$ cat src/rtl/program_sequencer.sv
// Program sequencer: feeds a small program memory to the bus CPU one instruction
// at a time, waits for done, and flags a CPU that stalls past the watchdog limit.
//
// state | meaning
// IDLE  | waiting for start, memory writable
// ISSUE | one-cycle run strobe with the opcode word on din
// IMM   | mvi immediate word on din, waiting for done
// WAIT  | single-word instruction in flight, waiting for done
// HALT  | program ran to completion, memory writable
// ERR   | watchdog expired, pc frozen until reset
module program_sequencer #(
  parameter int         DEPTH   = 16,
  parameter int         AW      = 4,
  parameter logic [2:0] MVI_OPC = 3'b001,
  parameter int         TIMEOUT = 15
) (
  input  logic          clk,
  input  logic          reset,
  input  logic          wr_en,
  input  logic [AW-1:0] wr_addr,
  input  logic [15:0]   wr_data,
  input  logic          start,
  input  logic [AW:0]   prog_len,
  input  logic          done,
  output logic [15:0]   din,
  output logic          run,
  output logic [AW:0]   pc,
  output logic          busy,
  output logic          halted,
  output logic          error
);

  localparam int PW = AW + 1;
  localparam int WW = $clog2(TIMEOUT + 1);
  localparam logic [WW-1:0] WD_LAST = WW'(TIMEOUT - 1);

  typedef enum logic [2:0] {IDLE, ISSUE, IMM, WAIT, HALT, ERR} state_t;

  state_t        state, state_nxt;
  logic [AW:0]   pc_nxt;
  logic [WW-1:0] wd, wd_nxt;
  logic [15:0]   mem [DEPTH];
  logic [15:0]   mem_word;
  logic [AW:0]   pc_inc;
  logic          is_mvi;
  logic          wr_ok;

  assign mem_word = mem[pc[AW-1:0]];
  assign pc_inc   = pc + PW'(1);
  assign is_mvi   = (mem_word[15:13] == MVI_OPC);
  assign wr_ok    = (state == IDLE) || (state == HALT) || (state == ERR);

  always_ff @(posedge clk) begin
    if (wr_en && wr_ok) mem[wr_addr] <= wr_data;
  end

  always_ff @(posedge clk) begin
    if (reset) begin
      state <= IDLE;
      pc    <= '0;
      wd    <= '0;
    end else begin
      state <= state_nxt;
      pc    <= pc_nxt;
      wd    <= wd_nxt;
    end
  end

  always_comb begin
    state_nxt = state;
    pc_nxt    = pc;
    wd_nxt    = wd;
    din       = '0;
    run       = 1'b0;
    case (state)
      IDLE, HALT: begin
        if (start) begin
          if (prog_len == '0) begin
            state_nxt = HALT;
          end else begin
            state_nxt = ISSUE;
            pc_nxt    = '0;
            wd_nxt    = '0;
          end
        end
      end
      ISSUE: begin
        din = mem_word;
        run = 1'b1;
        if (is_mvi && (pc_inc < prog_len)) begin
          state_nxt = IMM;
          pc_nxt    = pc_inc;
        end else begin
          state_nxt = WAIT;
        end
      end
      IMM, WAIT: begin
        // An mvi left waiting in WAIT was the last word, so it has no immediate to show.
        din = (state == WAIT && is_mvi) ? 16'h0000 : mem_word;
        if (done) begin
          pc_nxt = pc_inc;
          if (pc_inc >= prog_len) begin
            state_nxt = HALT;
          end else begin
            state_nxt = ISSUE;
            wd_nxt    = '0;
          end
        end else begin
          wd_nxt = wd + WW'(1);
          if (wd == WD_LAST) state_nxt = ERR;
        end
      end
      default: ;
    endcase
  end

  assign busy   = (state == ISSUE) || (state == IMM) || (state == WAIT);
  assign halted = (state == HALT);
  assign error  = (state == ERR);

endmodule

$ cat config.mk
export PLATFORM = sky130hd
export DESIGN_NAME = program_sequencer
export DESIGN_NICKNAME = d
export VERILOG_FILES = /design/src/rtl/program_sequencer.sv
export SDC_FILE = /design/constraint.sdc
export NUM_CORES = 1
export LEC_CHECK = 0
export ABC_AREA = 0
export CELL_PAD_IN_SITES_DETAIL_PLACEMENT = 1
export CELL_PAD_IN_SITES_GLOBAL_PLACEMENT = 1
export CORE_MARGIN = 2
export CORE_UTILIZATION = 56
export DETAILED_ROUTE_END_ITERATION = 8
export MAX_ROUTING_LAYER = met4
export PLACE_DENSITY = 0.84
export SLEW_MARGIN = 30
export SYNTH_ARGS = -nofsm -noshare
export SYNTH_HDL_FRONTEND = slang
export SYNTH_SLANG_ARGS = --single-unit
$ cat constraint.sdc
create_clock -name clk -period 7.11 [get_ports clk]
set_clock_uncertainty 0.05 [all_clocks]
set_input_delay 0.711 -clock clk [delete_from_list [all_inputs] [get_ports clk]]
set_output_delay 0.711 -clock clk [all_outputs]
set_load 0.005 [all_outputs]
==> metrics.cfg, run 1 <==
[setup_path]
cp_slowest_cell=dfxtp_4
path_class=reg -> out
critical_path.endpoint_type=output pin
worst-endpoint-arrival_ns=4.03
critical_path_cell_sequence=buf_12 -> buf_4 -> mux4_2 -> a22oi_1 -> nand3_1 -> nand3_1 -> o21ai_4 -> nor2b_1 -> clkdlybuf4s50_1
worst-endpoint-required_ns=6.35
path_delay_family=buffers and inverters
critPathBufInv=3
cpPeakStageDelay_ns=0.60
largest_fanout_on_the_critical_path=29
worst_setup_path_start_kind=flop
timing.critical_path.mode_cell=nand3_1

[floorplanning]
io-pin-count=55
placementRows=50
die_y_um=143
floorplan.initialDensity_pct=57.4
die-area_um2=20400
floorplan.die.width_um=143
floorplan.core_area_um2=18800

[synthesis]
yosys_most_used_dff=edfxtp_1
post_synth.cell_area_avg_um2=20.6
synth_fp_nets=562
synthSimpleGateAreaFrac_pct=4.73
synth-adder-area-share_pct=0.926
post_synth_instance_area_um2=10800
yosysTopAreaCellShare_pct=71.1
synth_area_leaders=edfxtp_1 (71%), mux4_2 (16%), dfxtp_1 (3.0%)
post-synth-top-area-cell=edfxtp_1
post-synth-top-count-cell=edfxtp_1
yosys-top-cells-count=edfxtp_1 (256), mux4_2 (77), nor2_1 (24), nor2b_1 (18), dfxtp_1 (16)
synth-xor-area-share_pct=0.243
compound_cell_area_share_of_the_yosys_netlist_pct=2.51
synth_sequential_area_ratio_pct=74.1
synth_top_family_by_area=multiplexers
muxShareOfSynthArea_pct=16.0
synth_edf_count=256
netlist_instances=524
ys_seq_elements=272
async_reset_ff_share_pct=0
synth_warnings=0
ys_types=46

[placement]
place_congestion=0.817
placed_area_um2=11700
place.detailed.hpwl_um=14500
port_buffers=54

[finish]
syn_to_final_growth_pct=17.0
share_of_post_route_cells_with_drive_strength_above_1_pct=25.5
post-route-cell-area_um2=12700
final_net_count=642

[clocking]
setup_buffers_after_cts=0
clock_tree.htree_level_count=1
cts_repair_resize_count=0
cts_inserted_buffers=28
cts_buffer_depth=3
clock_sinks=272
cts.hold.buffers_added=0
ctsRootBufferMaster=clkbuf_16
tritoncts=built
clkTransAtPathRegs_ns=0.06
insertion_delay_ns=0.53

[drt]
route.detailed.drc=0
postRouteWirelength_um=25500
first_iter_violations=511
detail_route.vias_per_cell=6.24
drtAntennaViolNets=0
detail_route.wl_per_cell_um=28.8
firstDrtPassIters=4
dr_total_vias=5515

[global_routing]
grt_overflow=0
initial_antenna_violation_count=1
first_pass_grt_wire_length_um=38000
total_track_usage_pct=27.1
first_global_vias=6000
grt_start_max_net_pins=58

[power_and_ir_drop]
sequentialPowerShare_pct=45.5
power_leakage_nw=4.00
cellInternalPower_mw=3.04
clock_power_share_pct=34.4
power_per_cell_area_nw_per_um2=323
swShare_pct=25.6
power.net_switching_mw=1.05
vdd_ir_drop_max_v=0.000245
pwr-share-comb_pct=20.1

[timing]
grt_setup_unrepaired=false
max_slew.worst_pin.slew_ns=0.938
slew_viol_final=0
finalWorstPathRequiredPeriod_ns=4.79
hold_ws_ns=0.455
setup_viol=0
final.setup.tns_ns=0
post-route-period-util_pct=67.3
hold_viol_final=0
maxClockFrequency_ghz=0.209
timing.max_slew.rel_slack_pct=37.2

[worst_hold_path]
min-delay-path-class=reg -> reg

[outcome]
outcome=finished, final reports clean

[flow_run]
max_cap_viol_count=0

-- final timing paths --
path	from	endpoint	slack (ns)	cells after the start
max	flop	din[12]	2.32	9
min	wd[3]$_SDFFE_PP0P_	wd[3]$_SDFFE_PP0P_	0.45	2
max reg2reg	flop	flop	4.02	8
min reg2reg	wd[3]$_SDFFE_PP0P_	wd[3]$_SDFFE_PP0P_	0.45	2
-- metrics by stage --
step                setup WS, ns  power [mW]  std cells  utilization, %
finish                      2.32        4.09        884            67.2
global route                2.03        4.23        884            67.2
CTS                         1.88        4.10        882            67.0
detailed placement          2.47        2.70        833            62.4
global placement            2.64        2.67        833            62.3
floorplan                   4.31        2.41        524               -
-- flip-flops by register name, indices dropped and copies added, names as in the netlist, named ones only --
name	flops
wd	4
mem	256
pc	5
state	3
-- worst reg2reg max path: stages, from the launching register on --
cell	delay [ns]
dfxtp_4	0.60
buf_12	0.30
buf_4	0.43
mux4_2	0.57
a22oi_1	0.19
nand3_1	0.20
nand4_4	0.16
nand2_1	0.18
a41o_1	0.30
-- power by group through the flow --
stage,clock network (mW),logic [mW],registers (mW)
after floorplan,0,0.559,1.86
after global placement,0,0.734,1.93
after detailed placement,0,0.762,1.94
after CTS,1.42,0.775,1.91
after global routing,1.47,0.884,1.87
final,1.41,0.823,1.86
-- logic make-up after synthesis --
kind of cell | after synthesis
AOI/OAI and AO/OA | 40
buffers and inverters | 32
muxes | 77
and+or+nand+nor | 92
DFF | 272
xor gates and xnor gates | 3
adders and majority gates | 8
-- area by class of cell --
type / count / area [um^2]
sequential: 272 / 8010
fill: 1518 / 6180
multi-input combinational: 220 / 2700
clock buffer: 32 / 737
timing repair buffer: 73 / 696
tap: 260 / 325
clock inverter: 17 / 144
inverter: 9 / 38.8
antenna: 1 / 2.50
-- layer usage --
layer / wire, um / vias to the layer above / global-route usage, %
li1: - / 2345 / -
met1: 9590 / 2870 / 34.7
met2: 13300 / 246 / 44.3
met3: 1770 / 54 / 4.46
met4: 870 / 0 / 10.5
met5: 0 / - / -
-- cells in the final DEF (no fill, tap or decap), types with 5 or more instances in the layout --
cell             synthesis  final
a21oi_1                 12     12
a41o_1                   5      5
buf_4                    3     18
clkbuf_16                0     29
clkdlybuf4s50_1          0     54
clkinv_2                 0      8
dfxtp_1                 16     14
edfxtp_1               256    256
ha_1                     8      8
inv_1                    8      8
mux4_2                  77     77
nand2_1                 11     11
nand3_1                 10     10
nor2_1                  24     18
nor2b_1                 18     18
o21ai_1                  6      6
No activity file was read; power rests on OpenSTA's default activity.
==> inputs of run 2 (changes only) <==
--- a/config.mk
+++ b/config.mk
@@ -9,10 +9,10 @@
 export CELL_PAD_IN_SITES_DETAIL_PLACEMENT = 1
 export CELL_PAD_IN_SITES_GLOBAL_PLACEMENT = 1
 export CORE_MARGIN = 2
-export CORE_UTILIZATION = 56
+export CORE_UTILIZATION = 47
 export DETAILED_ROUTE_END_ITERATION = 8
 export MAX_ROUTING_LAYER = met4
-export PLACE_DENSITY = 0.84
+export PLACE_DENSITY = 0.75
 export SLEW_MARGIN = 30
 export SYNTH_ARGS = -nofsm -noshare
 export SYNTH_HDL_FRONTEND = slang
==> constraint.sdc (replaced) <==
create_clock -name clk -period 3.86 [get_ports clk]
set_clock_uncertainty 0.05 [all_clocks]
set_input_delay 0.386 -clock clk [delete_from_list [all_inputs] [get_ports clk]]
set_output_delay 0.386 -clock clk [all_outputs]
set_load 0.005 [all_outputs]
==> run 2 against run 1 <==
Critical path type unchanged. Worst setup slack worse by 2.1 ns. Cell count up 3.4%. Register-to-register slack worse by 3.0 ns. Routed wire length down 3.8%. Core utilization down 11 points. Largest cell class unchanged. Via count down 1.8%. First-iteration DRC count down 28%.
==> metrics.cfg, run 2 (same netlist as run 1, synthesis figures left out) <==
[setup_path]
cp_slowest_cell=mux4_2
worst-endpoint-required_ns=3.42  ; -2.93 ns
worst_setup_path_start_kind=flop
worst_flop_to_flop_path_startpoint=pc[0]$_SDFFE_PP0P_
cpPeakStageDelay_ns=0.55  ; -0.05 ns
path_delay_family=buffers and inverters
path_class=reg -> out
critical_path_cell_sequence=mux4_2 -> a22oi_1 -> and3_2 -> nand3_1 -> o21ai_2 -> buf_4 -> nor2b_1 -> clkdlybuf4s50_1
rr_endpoint=pc[2]$_SDFFE_PP0P_
r2r.worst_path.cells=10  ; +2
r2r_setup_slack_ns=1.03  ; -2.99 ns
largest_fanout_on_the_critical_path=14  ; -52%
worst-path-stages=8  ; -1
critPathBufInv=2  ; -1
critical_path.endpoint_type=output pin
worst-endpoint-arrival_ns=3.18  ; -0.85 ns
cp-endpoint=din[6]

[finish]
most-common-layout-cells=edfxtp_1 (256), mux4_2 (77), clkdlybuf4s50_1 (54)
final_net_count=647  ; +0.78%
max_ffs_per_register=256  ; unchanged
syn_to_final_growth_pct=17.8
post-route-cell-area_um2=12700  ; +0.62%
reg_top3=mem: 256 flops, pc: 5 flops, wd: 4 flops
stdcell_count=914  ; +3.4%
fillers=1921  ; +27%
max_flop_register=mem
share_of_post_route_cells_with_drive_strength_above_1_pct=26.2  ; +0.71 points
antenna_cells_inserted=0  ; -1
mostFrequentLayoutCell=edfxtp_1

[global_routing]
total_track_usage_pct=21.6  ; -5.5 points
grt_util_met3_pct=2.53  ; -1.9 points
grt_util_met1_pct=28.3  ; -6.4 points
grt_start_max_net_pins=41  ; -29%
grt_overflow=0  ; unchanged
initial_antenna_violation_count=0  ; -1
grt_most_used_layer=met2
grt_util_met2_pct=36.6  ; -7.7 points
first_pass_grt_wire_length_um=37500  ; -1.5%
first_global_vias=5920  ; -1.3%

[drt]
first_iter_violations=366  ; -28%
drtAntennaViolNets=0  ; unchanged
dr_total_vias=5415  ; -1.8%
firstDrtPassIters=5  ; +1
route.detailed.drc=0  ; unchanged
detail_route.wl_per_cell_um=26.8  ; -7.0%
postRouteWirelength_um=24500  ; -3.8%
detail_route.vias_per_cell=5.92  ; -5.0%

[power_and_ir_drop]
pwr-share-comb_pct=20.1  ; about the same
vdd_ir_drop_max_v=0.000443  ; +81%
power_per_cell_area_nw_per_um2=593  ; +83%
cellInternalPower_mw=5.65  ; +86%
power_leakage_nw=4.02  ; +0.61%
clock_power_share_pct=34.6  ; +0.2 points
power.net_switching_mw=1.90  ; +82%
swShare_pct=25.2  ; -0.40 points
sequentialPowerShare_pct=45.3  ; -0.2 points

[placement]
place.detailed.hpwl_um=15100  ; +3.9%
placed_area_um2=11800  ; +0.84%
placedCellCount=864  ; +3.7%
port_buffers=54  ; unchanged
place_congestion=0.782  ; -4.2%

[clocking]
cts_buffer_depth=3  ; unchanged
cts.hold.buffers_added=0  ; unchanged
tritoncts=built
setup_buffers_after_cts=0  ; unchanged
insertion_delay_ns=0.54  ; about the same
clock_tree.htree_level_count=1  ; unchanged
cts_repair_resize_count=0  ; unchanged
clock_sinks=272  ; unchanged
clkTransAtPathRegs_ns=0.06  ; about the same
cts_inserted_buffers=28  ; unchanged
ctsRootBufferMaster=clkbuf_16

[timing]
max_slew.worst_pin.slew_ns=0.846  ; -0.0919 ns
grt_setup_unrepaired=false
post-route-period-util_pct=93.7
setup_viol=0  ; unchanged
timing.max_slew.rel_slack_pct=43.5  ; +6.3 points
finalWorstPathRequiredPeriod_ns=3.62
hold_viol_final=0  ; unchanged
maxClockFrequency_ghz=0.277
slew_viol_final=0  ; unchanged
final.setup.tns_ns=0  ; unchanged

[floorplanning]
placementRows=55  ; +10%
die-area_um2=24200  ; +19%
floorplan.die.width_um=156  ; +8.9%
die_y_um=156  ; +8.9%
io-pin-count=55  ; unchanged
floorplan.core_area_um2=22600  ; +20%
floorplan.initialDensity_pct=47.7  ; -9.7 points

[outcome]
outcome=finished, final reports clean

[worst_hold_path]
min-delay-path-class=reg -> reg

[flow_run]
max_cap_viol_count=0  ; unchanged

[run 2: stage by stage]
stage	util (%)	hold slack (ns)	total power, mW	setup slack (ns)
after floorplan	-	0.413	4.45	1.31
after global placement	52.3	0.430	4.96	0.814
after detailed placement	52.3	0.457	5.02	0.665
after CTS	56.2	0.466	7.63	0.0938
after global routing	56.2	0.508	7.83	0.0513
final	56.2	0.467	7.55	0.245
[run 2: worst min path at each step]
| stage | start | depth (start not counted) | end |
|---|---|---|---|
| global route | wd[3]$_SDFFE_PP0P_ | 2 | wd[3]$_SDFFE_PP0P_ |
| CTS | wd[3]$_SDFFE_PP0P_ | 2 | wd[3]$_SDFFE_PP0P_ |
| global placement | wd[3]$_SDFFE_PP0P_ | 2 | wd[3]$_SDFFE_PP0P_ |
| detailed placement | wd[3]$_SDFFE_PP0P_ | 2 | wd[3]$_SDFFE_PP0P_ |
| finish | wd[3]$_SDFFE_PP0P_ | 2 | wd[3]$_SDFFE_PP0P_ |
| floorplan | wd[3]$_SDFFE_PP0P_ | 2 | wd[3]$_SDFFE_PP0P_ |
[run 2: tightest hold or removal path: stages (launching register included)]
cell and delay (ns):
dfxtp_1 0.33, o21ai_1 0.07, a21oi_1 0.07
[run 2: routing by layer]
metal / vias up / share of wire, %
met5: - / 0
met4: 0 / 2.6
met3: 47 / 4.6
met2: 163 / 52
met1: 2861 / 41
li1: 2344 / -
[run 2: area by class of cell]
cell class / count / area [um^2] / area share [%]
clock buffer: 35 / 727 / 5.71
tap: 285 / 357 / 2.80
inverter: 9 / 38.8 / 0.305
multi-input combinational: 220 / 2690 / 21.1
timing repair buffer: 78 / 746 / 5.86
clock inverter: 15 / 163 / 1.28
sequential: 272 / 8010 / 62.9
[run 2: power by group through the flow]
| stage | registers (mW) | logic, mW | clock network [mW] |
|---|---|---|---|
| 3_5_place_dp | 3.48 | 1.54 | 0 |
| 2_1_floorplan | 3.42 | 1.03 | 0 |
| 5_1_grt | 3.44 | 1.64 | 2.75 |
| 3_3_place_gp | 3.47 | 1.49 | 0 |
| 4_1_cts | 3.42 | 1.55 | 2.66 |
| 6_report | 3.42 | 1.52 | 2.61 |
==> inputs of run 3 (changes only) <==
--- a/config.mk
+++ b/config.mk
@@ -9,10 +9,10 @@
 export CELL_PAD_IN_SITES_DETAIL_PLACEMENT = 1
 export CELL_PAD_IN_SITES_GLOBAL_PLACEMENT = 1
 export CORE_MARGIN = 2
-export CORE_UTILIZATION = 47
+export CORE_UTILIZATION = 52
 export DETAILED_ROUTE_END_ITERATION = 8
 export MAX_ROUTING_LAYER = met4
-export PLACE_DENSITY = 0.75
+export PLACE_DENSITY = 0.78
 export SLEW_MARGIN = 30
 export SYNTH_ARGS = -nofsm -noshare
 export SYNTH_HDL_FRONTEND = slang
==> constraint.sdc (replaced) <==
create_clock -name clk -period 3.53 [get_ports clk]
set_clock_uncertainty 0.05 [all_clocks]
set_input_delay 0.706 -clock clk [delete_from_list [all_inputs] [get_ports clk]]
set_output_delay 0.706 -clock clk [all_outputs]
set_load 0.005 [all_outputs]
==> run 3 against run 2 <==
The flow now finishes with violations (setup timing). Worst hold slack got worse by 0.019 ns. Die area shrank 9.4%. Critical path depth is 3 higher. Core utilization is 8.1 points higher. Cell count up 0.88%. Total power increased by 15%. Combinational power is 41% higher. Clock power rose by 9.2%.
==> metrics.cfg, run 3 (same netlist as run 1, synthesis figures left out) <==
[timing]
hold_ws_ns=0.448  ; -0.0191 ns
slew_viol_final=0  ; unchanged
maxClockFrequency_ghz=0.283
finalWorstPathRequiredPeriod_ns=3.54
hold_viol_final=0  ; unchanged
post-route-period-util_pct=100
timing.max_slew.rel_slack_pct=56.2  ; +13 points
grt_setup_unrepaired=true
setup_viol=1  ; +1
postLayoutSetupSlackWorst_ns=-0.00586  ; -0.251 ns
max_slew.worst_pin.slew_ns=0.655  ; -0.191 ns

[global_routing]
grt_overflow=0  ; unchanged
total_track_usage_pct=25.1  ; +3.5 points
grt_start_max_net_pins=57  ; +39%
first_pass_grt_wire_length_um=38700  ; +3.3%
initial_antenna_violation_count=0  ; unchanged
first_global_vias=6127  ; +3.5%

[finish]
syn_to_final_growth_pct=20.9
final_net_count=670  ; +3.6%
reg_top3=mem: 256 flops, pc: 5 flops, wd: 4 flops
max_ffs_per_register=256  ; unchanged
most-common-layout-cells=edfxtp_1 (256), mux4_2 (77), clkdlybuf4s50_1 (39)
share_of_post_route_cells_with_drive_strength_above_1_pct=31.0  ; +4.7 points
max_flop_register=mem
fillers=1691  ; -12%
post-route-cell-area_um2=13100  ; +2.7%
mostFrequentLayoutCell=edfxtp_1
antenna_cells_inserted=0  ; unchanged

[drt]
postRouteWirelength_um=25500  ; +4.2%
firstDrtPassIters=5  ; unchanged
drtAntennaViolNets=0  ; unchanged
first_iter_violations=463  ; +27%
dr_total_vias=5662  ; +4.6%
detail_route.wl_per_cell_um=27.7  ; +3.3%
route.detailed.drc=0  ; unchanged
detail_route.vias_per_cell=6.14  ; +3.7%

[worst_hold_path]
holdPathStages=2  ; unchanged
hold_sp=wd[3]$_SDFFE_PP0P_
min_to=wd[3]$_SDFFE_PP0P_
min-delay-path-class=reg -> reg

[placement]
place.detailed.hpwl_um=14900  ; -1.1%
port_buffers=54  ; unchanged
pre_cts_ws_ns=0.0935  ; -0.572 ns
place_congestion=0.776  ; -0.87%
placed_area_um2=11900  ; +0.39%

[floorplanning]
floorplan.core_area_um2=20300  ; -10%
die-area_um2=22000  ; -9.4%
io-pin-count=55  ; unchanged
placementRows=52  ; -5.5%
floorplan.die.width_um=148  ; -4.8%
floorplan.initialDensity_pct=53.3  ; +5.5 points
die_y_um=148  ; -4.8%

[outcome]
outcome=finished, violations left
violations=setup timing

[setup_path]
path_class=reg -> out
rr_endpoint=pc[1]$_SDFFE_PP0P_
worst_flop_to_flop_path_startpoint=pc[0]$_SDFFE_PP0P_
critical_path.endpoint_type=output pin
worst_setup_path_start_kind=flop
r2r.worst_path.cells=10  ; unchanged
worst-endpoint-arrival_ns=2.78  ; -0.40 ns
worst-endpoint-required_ns=2.77  ; -0.65 ns
largest_fanout_on_the_critical_path=5  ; -9
r2r_setup_slack_ns=0.67  ; -0.36 ns

[power_and_ir_drop]
total_power_mw=8.70  ; +15%
vdd_ir_drop_max_v=0.000438  ; -0.95%
power_leakage_nw=4.24  ; +5.4%
power_per_cell_area_nw_per_um2=666  ; +12%

[clocking]
tritoncts=built
clock_sinks=272  ; unchanged
cts_inserted_buffers=27  ; -3.6%
ctsRootBufferMaster=clkbuf_16
insertion_delay_ns=0.53  ; about the same
clock_tree.htree_level_count=1  ; unchanged
cts_buffer_depth=3  ; unchanged
clkTransAtPathRegs_ns=0.06  ; about the same
cts.hold.buffers_added=0  ; unchanged

[flow_run]
max_cap_viol_count=0  ; unchanged

run 3: changes by cell type in the layout (fill, tap and decap cells not counted), sizes merged:
cell           before  now
clkbuf             35   41
clkdlybuf4s50      54   39
clkinv             11   14
buf                24   50
dlymetal6s2s        0    1
bufbuf              0    1
clkinvlp            2    1
bufinv              3    4
inv                 8    9
run 3: timing repair:
| action | 4_1_cts | 5_1_grt |
|---|---|---|
| cloned | 3 | 0 |
| pin swaps | 6 | 5 |
| endpoints found under the setup margin | 14 | 14 |
| resized for setup | 46 | 29 |
| hold endpoints to repair | 0 | 0 |
| setup buffers | 13 | 8 |
run 3: per-layer routing:
layer  GRT usage [%]  vias to the layer above  routed length [um]
li1                -                     2391                   -
met1            31.9                     2977                9910
met2            41.8                      233               13300
met3            3.59                       61                1550
met4            9.33                        0                 795
met5               -                        -                   0
run 3: critical path, cell delays in order, from the launching register on:
cell and delay [ns]:
dfxtp_4 0.40, buf_12 0.13, mux4_2 0.50, a22oi_2 0.20
and3_4 0.22, nand3_4 0.09, o21ai_4 0.21, buf_6 0.16
buf_6 0.10, buf_6 0.08, nor2b_1 0.03, buf_2 0.12
run 3: layout make-up:
class | count | area, um^2 | share of cell area (%)
repair buffers | 102 | 1070 | 8.17
multi-input cells | 220 | 2740 | 20.9
well taps | 270 | 338 | 2.58
flip-flops and latches | 272 | 8010 | 61.3
clock buffers | 30 | 687 | 5.26
clock inverters | 19 | 189 | 1.45
inverters | 9 | 38.8 | 0.297
run 3: how the worst max path moves through the flow:
stage | end | from | cells past startpoint
floorplan | din[0] | flop | 6
detailed placement | din[2] | flop | 8
CTS | din[2] | flop | 10
finish | din[5] | flop | 11
global route | din[5] | flop | 11
global placement | din[3] | flop | 5
run 3: where the power goes:
part           total (mW)  internal, mW  switching [mW]  leakage, nW
combinational        2.15          1.17           0.984         1.38
clock                2.85          1.68            1.16        0.425
sequential           3.70          3.64          0.0683         2.44
run 3: through the flow:
stage | utilization, % | instances | setup TNS (ns)
global placement | 58.6 | 850 | 0
finish | 64.4 | 922 | -0.00586
CTS | 64.2 | 914 | -0.591
detailed placement | 58.6 | 850 | 0
global route | 64.4 | 922 | -0.624
floorplan | - | 524 | 0
